File: src/rtl/movsum_inv.sv
// rtl/movsum_inv.sv - streaming inverse of the 4-tap moving-sum filter
module movsum_inv #(
  parameter int WL = 64,
  parameter int CW = 32
) (
  input  logic          clk,
  input  logic          reset,
  input  logic          clr,
  input  logic [WL-1:0] din,
  input  logic          din_valid,
  output logic          din_ready,
  output logic [WL-1:0] dout,
  output logic          dout_valid,
  input  logic          dout_ready,
  output logic [CW-1:0] count
);

  logic          en;
  logic          accept;
  logic          s1_v;
  logic [WL-1:0] s1_d;
  logic [WL-1:0] yprev;
  logic [WL-1:0] x1;
  logic [WL-1:0] x2;
  logic [WL-1:0] x3;
  logic [WL-1:0] x4;
  logic [WL-1:0] x_new;

  // The whole pipeline advances together whenever the output register is free.
  assign en        = !dout_valid || dout_ready;
  assign din_ready = en && !clr;
  assign accept    = din_valid && din_ready;

  // x[n] = (y[n] - y[n-1]) + x[n-4]; the difference is already in s1_d.
  assign x_new = s1_d + x4;

  // Difference stage, output stage and recovered-sample history.
  always_ff @(posedge clk or negedge reset) begin
    if (!reset) begin
      yprev      <= '0;
      s1_d       <= '0;
      s1_v       <= 1'b0;
      dout       <= '0;
      dout_valid <= 1'b0;
      x1         <= '0;
      x2         <= '0;
      x3         <= '0;
      x4         <= '0;
    end else if (clr) begin
      // Resync to a freshly reset filter: all-zero history, nothing in flight.
      yprev      <= '0;
      s1_d       <= '0;
      s1_v       <= 1'b0;
      dout       <= '0;
      dout_valid <= 1'b0;
      x1         <= '0;
      x2         <= '0;
      x3         <= '0;
      x4         <= '0;
    end else if (en) begin
      s1_v <= accept;
      if (accept) begin
        s1_d  <= din - yprev;
        yprev <= din;
      end
      dout_valid <= s1_v;
      if (s1_v) begin
        dout <= x_new;
        x1   <= x_new;
        x2   <= x1;
        x3   <= x2;
        x4   <= x3;
      end
    end
  end

  // Delivered-sample counter; clr wins even over a same-cycle handshake.
  always_ff @(posedge clk or negedge reset) begin
    if (!reset) begin
      count <= '0;
    end else if (clr) begin
      count <= '0;
    end else if (dout_valid && dout_ready) begin
      count <= count + CW'(1);
    end
  end

endmodule

File: config.mk
export PLATFORM = sky130hd
export DESIGN_NAME = movsum_inv
export DESIGN_NICKNAME = d
export VERILOG_FILES = /design/src/rtl/movsum_inv.sv
export SDC_FILE = /design/constraint.sdc
export NUM_CORES = 1
export LEC_CHECK = 0
export ABC_CLOCK_PERIOD_IN_PS = 8850
export BUFFER_PORTS_ARGS = -buffer_cell sky130_fd_sc_hd__buf_2
export CORE_UTILIZATION = 60
export CTS_BUF_LIST = sky130_fd_sc_hd__clkbuf_4
export CTS_CLUSTER_DIAMETER = 50
export DETAILED_ROUTE_END_ITERATION = 16
export PLACE_DENSITY = 0.85
export SLEW_MARGIN = 0
export SYNTH_ARGS = -nofsm -noshare
export SYNTH_HDL_FRONTEND = slang
export SYNTH_SLANG_ARGS = --single-unit
File: constraint.sdc
create_clock -name clk -period 8.85 [get_ports clk]
set_clock_uncertainty 0.1 [all_clocks]
set_input_delay 0.4425 -clock clk [delete_from_list [all_inputs] [get_ports clk]]
set_output_delay 0.4425 -clock clk [all_outputs]
set_load 0.05 [all_outputs]
==> flow_metrics.py, run 1 <==
metrics = {
    "power": {
        "p_total_mw": 4.392,
        "power_density_nw_per_um2": 171.4,
        "leakage_nw": 12.47,
        "ir_drop_v": 0.00008613,
    },
    "layout": {
        "drive_above_1_share_pct": 14.01,
        "area_growth_pct": 13.50,
        "fillers": 2812,
        "nets": 2723,
    },
    "synth": {
        "async_reset_ff_share_pct": 100.0,
        "syn_area_um2": 22570,
        "syn_inst": 2296,
        "synth_cell_type_count": 76,
        "seq_area_frac_synth_pct": 46.34,
        "ys_ff_latch": 418,
        "avgSynthCellArea_um2": 9.832,
        "synth_edf_count": 0,
        "synth_nets": 2495,
        "yosysWarnings": 0,
        "synth_flop_cell": "dfrtp_1",
    },
    "placed_design": {
        "io_buffers": 166,
        "place.gp.congestion": 0.9531,
        "pre_cts_ws_ns": 5.243,
        "hpwl_um": 40530,
    },
    "clock_network": {
        "h-tree-depth": 3,
        "cts.repair.resized": 0,
        "cts_tree": "yes",
        "cts_buffers": 108,
        "root_buffer": "clkbuf_4",
        "clk_latency_ns": 0.83,
        "cts.path.max_buffers": 3,
        "clkTransAtPathRegs_ns": 0.07,
        "clock-sinks": 418,
        "post-cts-setup-buffer-count": 0,
        "ctsHoldBuffers": 69,
    },
    "grt": {
        "antenna_found_initial": 1,
        "grt_max_degree": 257,
        "grt_overflow": 0,
        "grt_first_pass_wirelength_um": 95680,
        "grt_pass1_vias": 18710,
        "grt_use_total_pct": 31.05,
    },
    "worst_setup_path": {
        "cp_data_arrival_time_ns": 4.14,
        "start_kind": "flip-flop",
        "cp_max_fo": 4,
        "crit_required_ns": 9.45,
        "criticalPathCategory": "flip-flop to flip-flop",
        "setup.worst_path.end_class": "flip-flop",
    },
    "timing": {
        "holdWs_ns": 0.1668,
        "final-setup-viol-count": 0,
        "fmax_mhz": 282.9,
        "slew_headroom_pct": 30.61,
        "post-route-min-period_ns": 3.535,
        "fin_tns_setup_ns": 0,
        "setup_slack_ns": 5.315,
        "finalHoldViolCount": 0,
        "rsz0062_at_grt": "no",
        "finalMaxSlewViolations": 0,
        "tightest_slew_ns": 1.041,
        "min_period_over_period_pct": 39.94,
    },
    "min_path": {
        "hp-class": "primary input to async pin",
    },
    "die": {
        "start_util_pct": 61.37,
        "die_w_um": 196.0,
        "die_area_um2": 38400,
        "die_h_um": 196.0,
        "core_um2": 36790,
        "io_pins": 167,
        "num_rows": 70,
    },
    "job": {
        "drv_cap": 0,
    },
    "outcome": {
        "status": "completed",
    },
    "route": {
        "drt_wl_total_um": 58790,
        "dr.pass1.iters": 6,
        "via_per_inst": 6.185,
        "drc": 0,
        "via_count": 18930,
        "drt-initial-drc-count": 1515,
        "wl_per_cell_um": 19.21,
        "ant_nets": 0,
    },
}
## cell usage after synthesis, types with 20 or more instances
cell,number,area share [%]
nand2_1,231,3.8
o21ai_1,26,0.58
ha_1,128,7.1
clkbuf_1,110,1.8
a22o_1,268,10
o21bai_1,28,0.93
nand4_1,37,1.0
and3_1,20,0.55
xor2_1,72,2.8
nand3_1,48,1.1
o21ai_0,167,3.7
nor2_1,107,1.8
a21o_1,65,2.2
inv_1,97,1.6
a21oi_1,165,3.7
dfrtp_1,418,46
xnor2_1,73,2.8
## critical path: stages, from the launching register on
cell	delay, ns
dfrtp_1	0.36
ha_1	0.20
inv_1	0.07
fa_1	0.37
nand2b_1	0.20
a21oi_1	0.24
o21ai_0	0.17
a211o_1	0.40
and3_1	0.26
o31a_1	0.38
o31ai_2	0.29
a21oi_1	0.15
xnor2_1	0.15
o21ai_1	0.07
## cells in the final DEF (no fill, tap or decap), drive strengths merged, types with 17 or more instances in the layout
master / synthesis / final
a21o: 65 / 65
nand2: 231 / 231
nand3: 48 / 48
buf: 15 / 177
nor3: 20 / 20
clkbuf: 113 / 146
ha: 128 / 128
a22o: 268 / 268
nor2: 107 / 107
dlygate4sd3: 0 / 69
o21bai: 28 / 28
inv: 97 / 99
and3: 20 / 20
dfrtp: 418 / 418
xnor2: 73 / 73
xor2: 72 / 72
nand4: 37 / 37
clkinv: 0 / 26
and2: 17 / 17
o21a: 19 / 19
o21ai: 195 / 195
a21oi: 167 / 167
## per-layer routing
layer	vias up	track usage, %	wire, um
met5	-	0	0
met4	0	11.34	1453
met3	101	6.429	4376
met2	732	46.86	26280
met1	9248	44.47	26670
li1	8844	-	-
## where the power goes
group	leakage [nW]	switching [mW]	total [mW]	internal (mW)
Sequential	5.75	0.0594	2.04	1.98
Clock	0.766	0.792	1.61	0.816
Combinational	5.95	0.488	0.749	0.261
Total	12.5	1.34	4.39	3.05
## area by class of cell
type | count | area (um^2) | area share (%)
multi-input combinational | 1653 | 11290 | 44.05
sequential | 418 | 10460 | 40.82
timing repair buffer | 246 | 1639 | 6.397
clock buffer | 146 | 1096 | 4.278
tap | 468 | 585.6 | 2.285
inverter | 97 | 364.1 | 1.421
clock inverter | 31 | 188.9 | 0.7374
antenna | 1 | 2.502 | 0.009767
## state kept, by name (all words and copies together), names as in the netlist
register and flops:
s1_d 64, x1 64, x2 64, x3 64, x4 64, yprev 64, count 32, dout_valid 1
s1_v 1
## cell families (layout without fill, tap and decap cells)
group | count (synthesis) | count (layout) | synth area share [%]
buffers and inverters | 225 | 520 | 3.786
DFF | 418 | 418 | 46.34
AOI/OAI and AO/OA | 826 | 826 | 25.51
and+or+nand+nor | 547 | 547 | 11.24
xor gates and xnor gates | 145 | 145 | 5.626
muxes | 5 | 5 | 0.2273
adders and majority gates | 130 | 130 | 7.272
other | 0 | 1 | 0
## final timing paths
kind                                          start               endpoint  slack [ns]  cells after the start
worst max-delay path            s1_d[0]$_DFFE_PN0P_     x1[42]$_DFFE_PN0P_        5.32                     13
max in group asynchronous                     reset  yprev[24]$_DFFE_PN0P_        6.94                      3
worst max register to register  s1_d[0]$_DFFE_PN0P_     x1[42]$_DFFE_PN0P_        5.32                     13
worst min register to register   x3[59]$_DFFE_PN0P_     x4[59]$_DFFE_PN0P_        0.37                      1
min in group clk                            din[14]  yprev[14]$_DFFE_PN0P_        0.29                      3
worst min-delay path                          reset  count[28]$_DFFE_PN0P_        0.17                      2
## stage by stage
step,util [%],std cells,area (um^2)
CTS,69.65,3059,25620
floorplan,-,2296,22570
detailed placement,64.28,2813,23640
finish,69.65,3060,25620
global route,69.65,3060,25620
global placement,64.28,2813,23640
No activity file was read; power rests on OpenSTA's default activity.
==> run 2, diff against run 1 <==
--- a/config.mk
+++ b/config.mk
@@ -5,9 +5,9 @@
 export SDC_FILE = /design/constraint.sdc
 export NUM_CORES = 1
 export LEC_CHECK = 0
-export ABC_CLOCK_PERIOD_IN_PS = 8850
+export ABC_CLOCK_PERIOD_IN_PS = 2900
 export BUFFER_PORTS_ARGS = -buffer_cell sky130_fd_sc_hd__buf_2
-export CORE_UTILIZATION = 60
+export CORE_UTILIZATION = 57
 export CTS_BUF_LIST = sky130_fd_sc_hd__clkbuf_4
 export CTS_CLUSTER_DIAMETER = 50
 export DETAILED_ROUTE_END_ITERATION = 16
==> constraint.sdc (replaced) <==
create_clock -name clk -period 2.9 [get_ports clk]
set_clock_uncertainty 0.1 [all_clocks]
set_input_delay 0.145 -clock clk [delete_from_list [all_inputs] [get_ports clk]]
set_output_delay 0.145 -clock clk [all_outputs]
set_load 0.05 [all_outputs]
==> run 2 against run 1 <==
- the run now ends with negative setup slack left
- cell count up 13%
- non-clock buffer count up 334
- clock power rose to 3.2 times the previous value
- global-route usage up 2.3 points
- worst setup slack worse by 5.5 ns
- first-iteration DRC count up 28%
- design area up 17%
- sequential share of layout area down 5.8 points
- sequential power rose to 3.1 times the previous value
==> flow_metrics.py, run 2 (synthesis gave the netlist of run 1 again) <==
metrics = {
    "worst_setup_path": {
        "start_kind": "flip-flop",
        "crit_required_ns": 3.48,
        "criticalPathCategory": "flip-flop to flip-flop",
        "cp_data_arrival_time_ns": 3.69,
        "setup.worst_path.end_class": "flip-flop",
        "cp_max_fo": 3,
    },
    "layout": {
        "drive_above_1_share_pct": 27.65,
        "seqCellArea_um2": 10470,
        "nets": 3057,
        "multi_input_area_um2": 12510,
        "final_cell_mix": "412 x dfrtp_1, 268 x a22o_1, 248 x buf_4",
        "stdcell_count": 3457,
        "area_growth_pct": 32.33,
        "fillers": 2500,
        "final_common_cell": "dfrtp_1",
    },
    "timing": {
        "min_period_over_period_pct": 107.4,
        "finalHoldViolCount": 0,
        "final-setup-viol-count": 24,
        "holdWs_ns": 0.1931,
        "tightest_slew_ns": 0.8124,
        "post-route-min-period_ns": 3.115,
        "rsz0062_at_grt": "yes",
        "setup_slack_ns": -0.2149,
        "slew_headroom_pct": 45.84,
        "fmax_mhz": 321.0,
        "finalMaxSlewViolations": 0,
    },
    "route": {
        "drc": 0,
        "drt_wl_total_um": 69470,
        "via_count": 21120,
        "ant_nets": 0,
        "wl_per_cell_um": 20.09,
        "via_per_inst": 6.108,
        "dr.pass1.iters": 6,
        "drt-initial-drc-count": 1944,
    },
    "power": {
        "leakage_nw": 14.35,
        "ir_drop_v": 0.0003139,
        "power_density_nw_per_um2": 485.3,
    },
    "clock_network": {
        "root_buffer": "clkbuf_4",
        "clkTransAtPathRegs_ns": 0.09,
        "cts.path.max_buffers": 3,
        "h-tree-depth": 3,
        "cts_tree": "yes",
        "clk_latency_ns": 0.89,
        "cts_buffers": 108,
        "clock-sinks": 418,
    },
    "die": {
        "die_h_um": 201.0,
        "core_um2": 38830,
        "start_util_pct": 58.14,
        "num_rows": 72,
        "die_w_um": 201.0,
        "io_pins": 167,
        "die_area_um2": 40400,
    },
    "grt": {
        "grt_first_pass_wirelength_um": 108400,
        "grt_max_degree": 93,
        "grt_pass1_vias": 20740,
        "antenna_found_initial": 3,
        "grt_use_total_pct": 33.31,
        "grt_overflow": 0,
    },
    "job": {
        "drv_cap": 0,
    },
    "placed_design": {
        "io_buffers": 166,
        "dp_cells": 3085,
        "place.gp.congestion": 0.9252,
        "hpwl_um": 45740,
    },
    "outcome": {
        "status": "complete, but fails checks",
        "violations": "negative setup slack",
    },
    "min_path": {
        "hp-class": "primary input to flip-flop",
    },
}
run 2: cell types whose count changed in the layout (fill, tap and decap cells not counted), moves of 9 or more:
cell	delta
buf_12	+14
o21ai_0	-31
a211oi_1	-10
dlygate4sd3_1	+69
buf_4	+239
o21ai_1	+18
o21ai_2	+11
ha_4	+33
a21oi_2	+35
a21oi_1	-41
buf_6	+12
ha_1	-37
clkinv_1	+9
run 2: layer usage:
metal  share of wire [%]  up-vias  GRT usage, %
met5               0.014        -             0
met4                 3.1        2         12.90
met3                 7.5      176         6.558
met2                  46      974         51.45
met1                  43    10440         46.39
li1                    -     9528             -
run 2: final timing paths:
path,from,end,slack [ns],cells past startpoint
min in group asynchronous,reset,x4[16]$_DFFE_PN0P_,0.39,3
max,s1_d[21]$_DFFE_PN0P_,x1[38]$_DFFE_PN0P_,-0.21,11
min reg2reg,x3[60]$_DFFE_PN0P_,x4[60]$_DFFE_PN0P_,0.38,1
min,dout_ready,dout_valid$_DFFE_PN0P_,0.19,5
max in group asynchronous,reset,s1_d[10]$_DFFE_PN0P_,1.44,4
max reg2reg,s1_d[21]$_DFFE_PN0P_,x1[38]$_DFFE_PN0P_,-0.21,11
run 2: where the power goes:
part	switching (mW)	total [mW]	internal, mW	leakage (nW)
clock	2.58	5.12	2.54	0.793
sequential	0.221	6.25	6.03	5.74
combinational	1.79	3.13	1.34	7.82
run 2: layout make-up:
type,instances,area share [%]
multi-input combinational,1653,41.87
sequential,418,35.04
timing repair buffer,580,15.20
clock buffer,148,3.719
tap,518,2.170
inverter,97,1.219
clock inverter,41,0.7665
antenna,2,0.01675
run 2: worst max-delay path, cell delays in order (launching register included):
cell and delay (ns):
dfrtp_1 0.48, ha_4 0.32, nand4_1 0.17, nor3_2 0.25, nand3_1 0.14, a211o_1 0.39
and3_4 0.19, o31a_1 0.27, o31ai_2 0.25, buf_4 0.18, xnor2_2 0.10, o21ai_1 0.07
run 2: what timing repair did:
| action | in CTS | in global routing |
|---|---|---|
| endpoints found under the hold margin | 592 | 0 |
| hold buffers | 138 | 0 |
| gates resized for setup | 73 | 175 |
| gates cloned | 0 | 0 |
| pin swaps | 45 | 78 |
| setup buffers | 15 | 29 |
| setup endpoints to repair | 51 | 65 |
run 2: metrics by stage:
step	cell area, um^2	utilization [%]	setup WS (ns)	TNS, ns	power (mW)
2_1_floorplan	22590	-	-0.005028	-0.005028	7.767
3_3_place_gp	25570	65.85	-0.1807	-3.274	8.823
3_5_place_dp	25570	65.85	-0.2602	-5.824	8.881
4_1_cts	28820	74.22	-0.08024	-0.4847	14.17
5_1_grt	29870	76.93	-0.3066	-5.341	15.12
6_report	29870	76.94	-0.2149	-2.317	14.50
==> run 3, diff against run 2 <==
==> constraint.sdc (replaced) <==
create_clock -name clk -period 2.9 [get_ports clk]
set_clock_uncertainty 0.1 [all_clocks]
set_input_delay 0.145 -clock clk [delete_from_list [all_inputs] [get_ports clk]]
set_output_delay 0.145 -clock clk [all_outputs]
set_load 0.005 [all_outputs]
==> run 3 against run 2 <==
- the flow still finishes with violations (negative setup slack)
- combinational power down 6%
- die area unchanged
- cell count down 0.46%
- via count down 1.0%
- utilization down 0.63 points
- sequential power about the same
- global-route usage down 1.0 points
- hold slack worse by 0.14 ns
- largest power group unchanged
- wire length down 2.5%
- critical path depth up 3
- register-to-register slack better by 0.03 ns
- flip-flop and latch count unchanged
==> flow_metrics.py, run 3 (synthesis gave the netlist of run 1 again) <==
metrics = {
    "worst_setup_path": {
        "crit_required_ns": 3.45,
        "start_kind": "flip-flop",
        "critPathBufInv": 3,
        "critPathLaunch": "s1_d[8]$_DFFE_PN0P_",
        "setup.worst_path.end_class": "flip-flop",
        "crit_path_top_delay_cell": "dfrtp_1",
        "criticalPathCategory": "flip-flop to flip-flop",
        "cp_max_fo": 4,
        "crit_family": "compound AO/OA/AOI/OAI gates",
        "cp_data_arrival_time_ns": 3.64,
        "cpPeakStageDelay_ns": 0.47,
        "rr_startpoint": "s1_d[8]$_DFFE_PN0P_",
        "path_cells": "ha_4 > buf_4 > nand3_1 > a21oi_1 > nor2_1 > a211o_1 > and3_4 > o31a_1 > buf_4 > buf_6 > nor2_4 > nor2_4 > xnor2_2 > o21ai_1",
    },
    "clock_network": {
        "clock-sinks": 418,
        "cts_tree": "yes",
        "cts.path.max_buffers": 3,
        "h-tree-depth": 3,
        "root_buffer": "clkbuf_4",
        "clk_latency_ns": 0.83,
        "clkTransAtPathRegs_ns": 0.07,
        "cts_buffers": 107,
    },
    "route": {
        "drt-initial-drc-count": 1797,
        "via_per_inst": 6.075,
        "wl_per_cell_um": 19.68,
        "drc": 0,
        "dr.pass1.iters": 6,
        "ant_nets": 0,
        "via_count": 20910,
        "drt_wl_total_um": 67720,
    },
    "placed_design": {
        "dp_cells": 3095,
        "io_buffers": 166,
        "hpwl_um": 45330,
        "pre_cts_ws_ns": -0.3689,
        "place.gp.congestion": 0.9592,
    },
    "grt": {
        "grt_use_total_pct": 32.26,
        "antenna_found_initial": 1,
        "grt_max_degree": 94,
        "grt_overflow": 0,
        "grt_first_pass_wirelength_um": 105500,
        "grt_pass1_vias": 20390,
    },
    "die": {
        "num_rows": 72,
        "core_um2": 38830,
        "start_util_pct": 58.14,
        "die_w_um": 201.0,
        "die_h_um": 201.0,
        "io_pins": 167,
        "die_area_um2": 40400,
    },
    "layout": {
        "stdcell_count": 3441,
        "final_common_cell": "dfrtp_1",
        "utilization_pct": 76.31,
        "nets": 3045,
        "area_growth_pct": 31.25,
        "drive_above_1_share_pct": 27.65,
        "final_cell_mix": "416 x dfrtp_1, 268 x a22o_1, 255 x buf_4",
    },
    "timing": {
        "rsz0062_at_grt": "yes",
        "setup_slack_ns": -0.1878,
        "finalMaxSlewViolations": 0,
        "min_period_over_period_pct": 106.5,
        "fmax_mhz": 323.9,
        "tightest_slew_ns": 0.8049,
        "final-setup-viol-count": 27,
        "finalHoldViolCount": 0,
        "slew_headroom_pct": 46.34,
        "post-route-min-period_ns": 3.088,
    },
    "power": {
        "p_comb_share_pct": 20.7,
        "power_density_nw_per_um2": 478.7,
        "leakage_nw": 14.26,
        "switching_share_pct": 30.67,
        "netSwitchingPower_mw": 4.350,
        "ir_drop_v": 0.0002942,
        "p_int_mw": 9.834,
        "clock_power_share_pct": 35.3,
        "p_seq_share_pct": 44.0,
    },
    "outcome": {
        "status": "complete, but fails checks",
        "violations": "negative setup slack",
    },
    "min_path": {
        "hp-class": "primary input to flip-flop",
        "hp-start": "din[17]",
    },
    "job": {
        "drv_cap": 0,
    },
}
-- run 3: changes by cell type in the layout (fill, tap and decap cells not counted), sizes merged --
| cell | previous run | this run |
|---|---|---|
| dlygate4sd3 | 138 | 128 |
| clkinv | 37 | 29 |
| clkbuf | 148 | 154 |
| buf | 442 | 441 |
| bufinv | 2 | 1 |
| clkinvlp | 1 | 0 |
| diode | 2 | 1 |
-- run 3: through the flow --
step	instance area, um^2	TNS [ns]	total power [mW]	hold WS [ns]
floorplan	22590	0	7.651	-0.2506
global placement	25590	-4.821	8.669	0.1383
detailed placement	25590	-8.236	8.732	0.1420
CTS	28600	-0.5759	13.90	0.002656
global route	29630	-5.355	14.82	0.02667
finish	29630	-1.708	14.18	0.05669
-- run 3: cell type report --
| type | instances | area (um^2) |
|---|---|---|
| Fill cell | 2512 | 9199 |
| Tap cell | 518 | 648.1 |
| Clock inverter | 31 | 148.9 |
| Inverter | 97 | 366.6 |
| Timing Repair Buffer | 569 | 4367 |
| Antenna cell | 1 | 2.502 |
| Multi-Input combinational cell | 1653 | 12480 |
| Sequential cell | 418 | 10460 |
| Clock buffer | 154 | 1156 |
-- run 3: power by group through the flow --
stage | clock network (mW) | registers (mW) | logic [mW]
finish | 5.01 | 6.24 | 2.94
global route | 5.40 | 6.25 | 3.17
floorplan | 0 | 6.24 | 1.41
CTS | 5.05 | 6.22 | 2.64
global placement | 0 | 6.31 | 2.36
detailed placement | 0 | 6.32 | 2.41
-- run 3: repair_timing --
action / 4_1_cts / 5_1_grt
setup buffers: 12 / 20
resized for setup: 67 / 178
endpoints found under the setup margin: 56 / 64
pin swaps: 41 / 80
gates cloned: 0 / 0
hold endpoints to repair: 581 / 0
hold buffers: 128 / 0
-- run 3: final timing paths --
check / endpoint / slack (ns) / depth (start not counted)
setup / recovery: x1[34]$_DFFE_PN0P_ / -0.19 / 14
hold / removal: yprev[17]$_DFFE_PN0P_ / 0.06 / 3
setup reg to reg: x1[34]$_DFFE_PN0P_ / -0.19 / 14
hold reg to reg: s1_d[10]$_DFFE_PN0P_ / 0.39 / 2
max in group asynchronous: x1[61]$_DFFE_PN0P_ / 1.33 / 4
min in group asynchronous: x4[13]$_DFFE_PN0P_ / 0.38 / 3
-- run 3: worst register-to-register path, cell delays in order, from the launching register on --
cell	delay [ns]
dfrtp_1	0.47
ha_4	0.32
buf_4	0.14
nand3_1	0.09
a21oi_1	0.23
nor2_1	0.09
a211o_1	0.38
and3_4	0.21
o31a_1	0.26
buf_4	0.14
buf_6	0.12
nor2_4	0.09
nor2_4	0.05
xnor2_2	0.18
o21ai_1	0.08
-- run 3: routing by layer --
layer / global-route usage [%] / vias up / share of wire [%]
met5: 0 / - / 0
met1: 45.20 / 10240 / 43
met4: 14.72 / 0 / 3.7
met2: 48.84 / 959 / 46
li1: - / 9505 / -
met3: 5.990 / 199 / 7.6
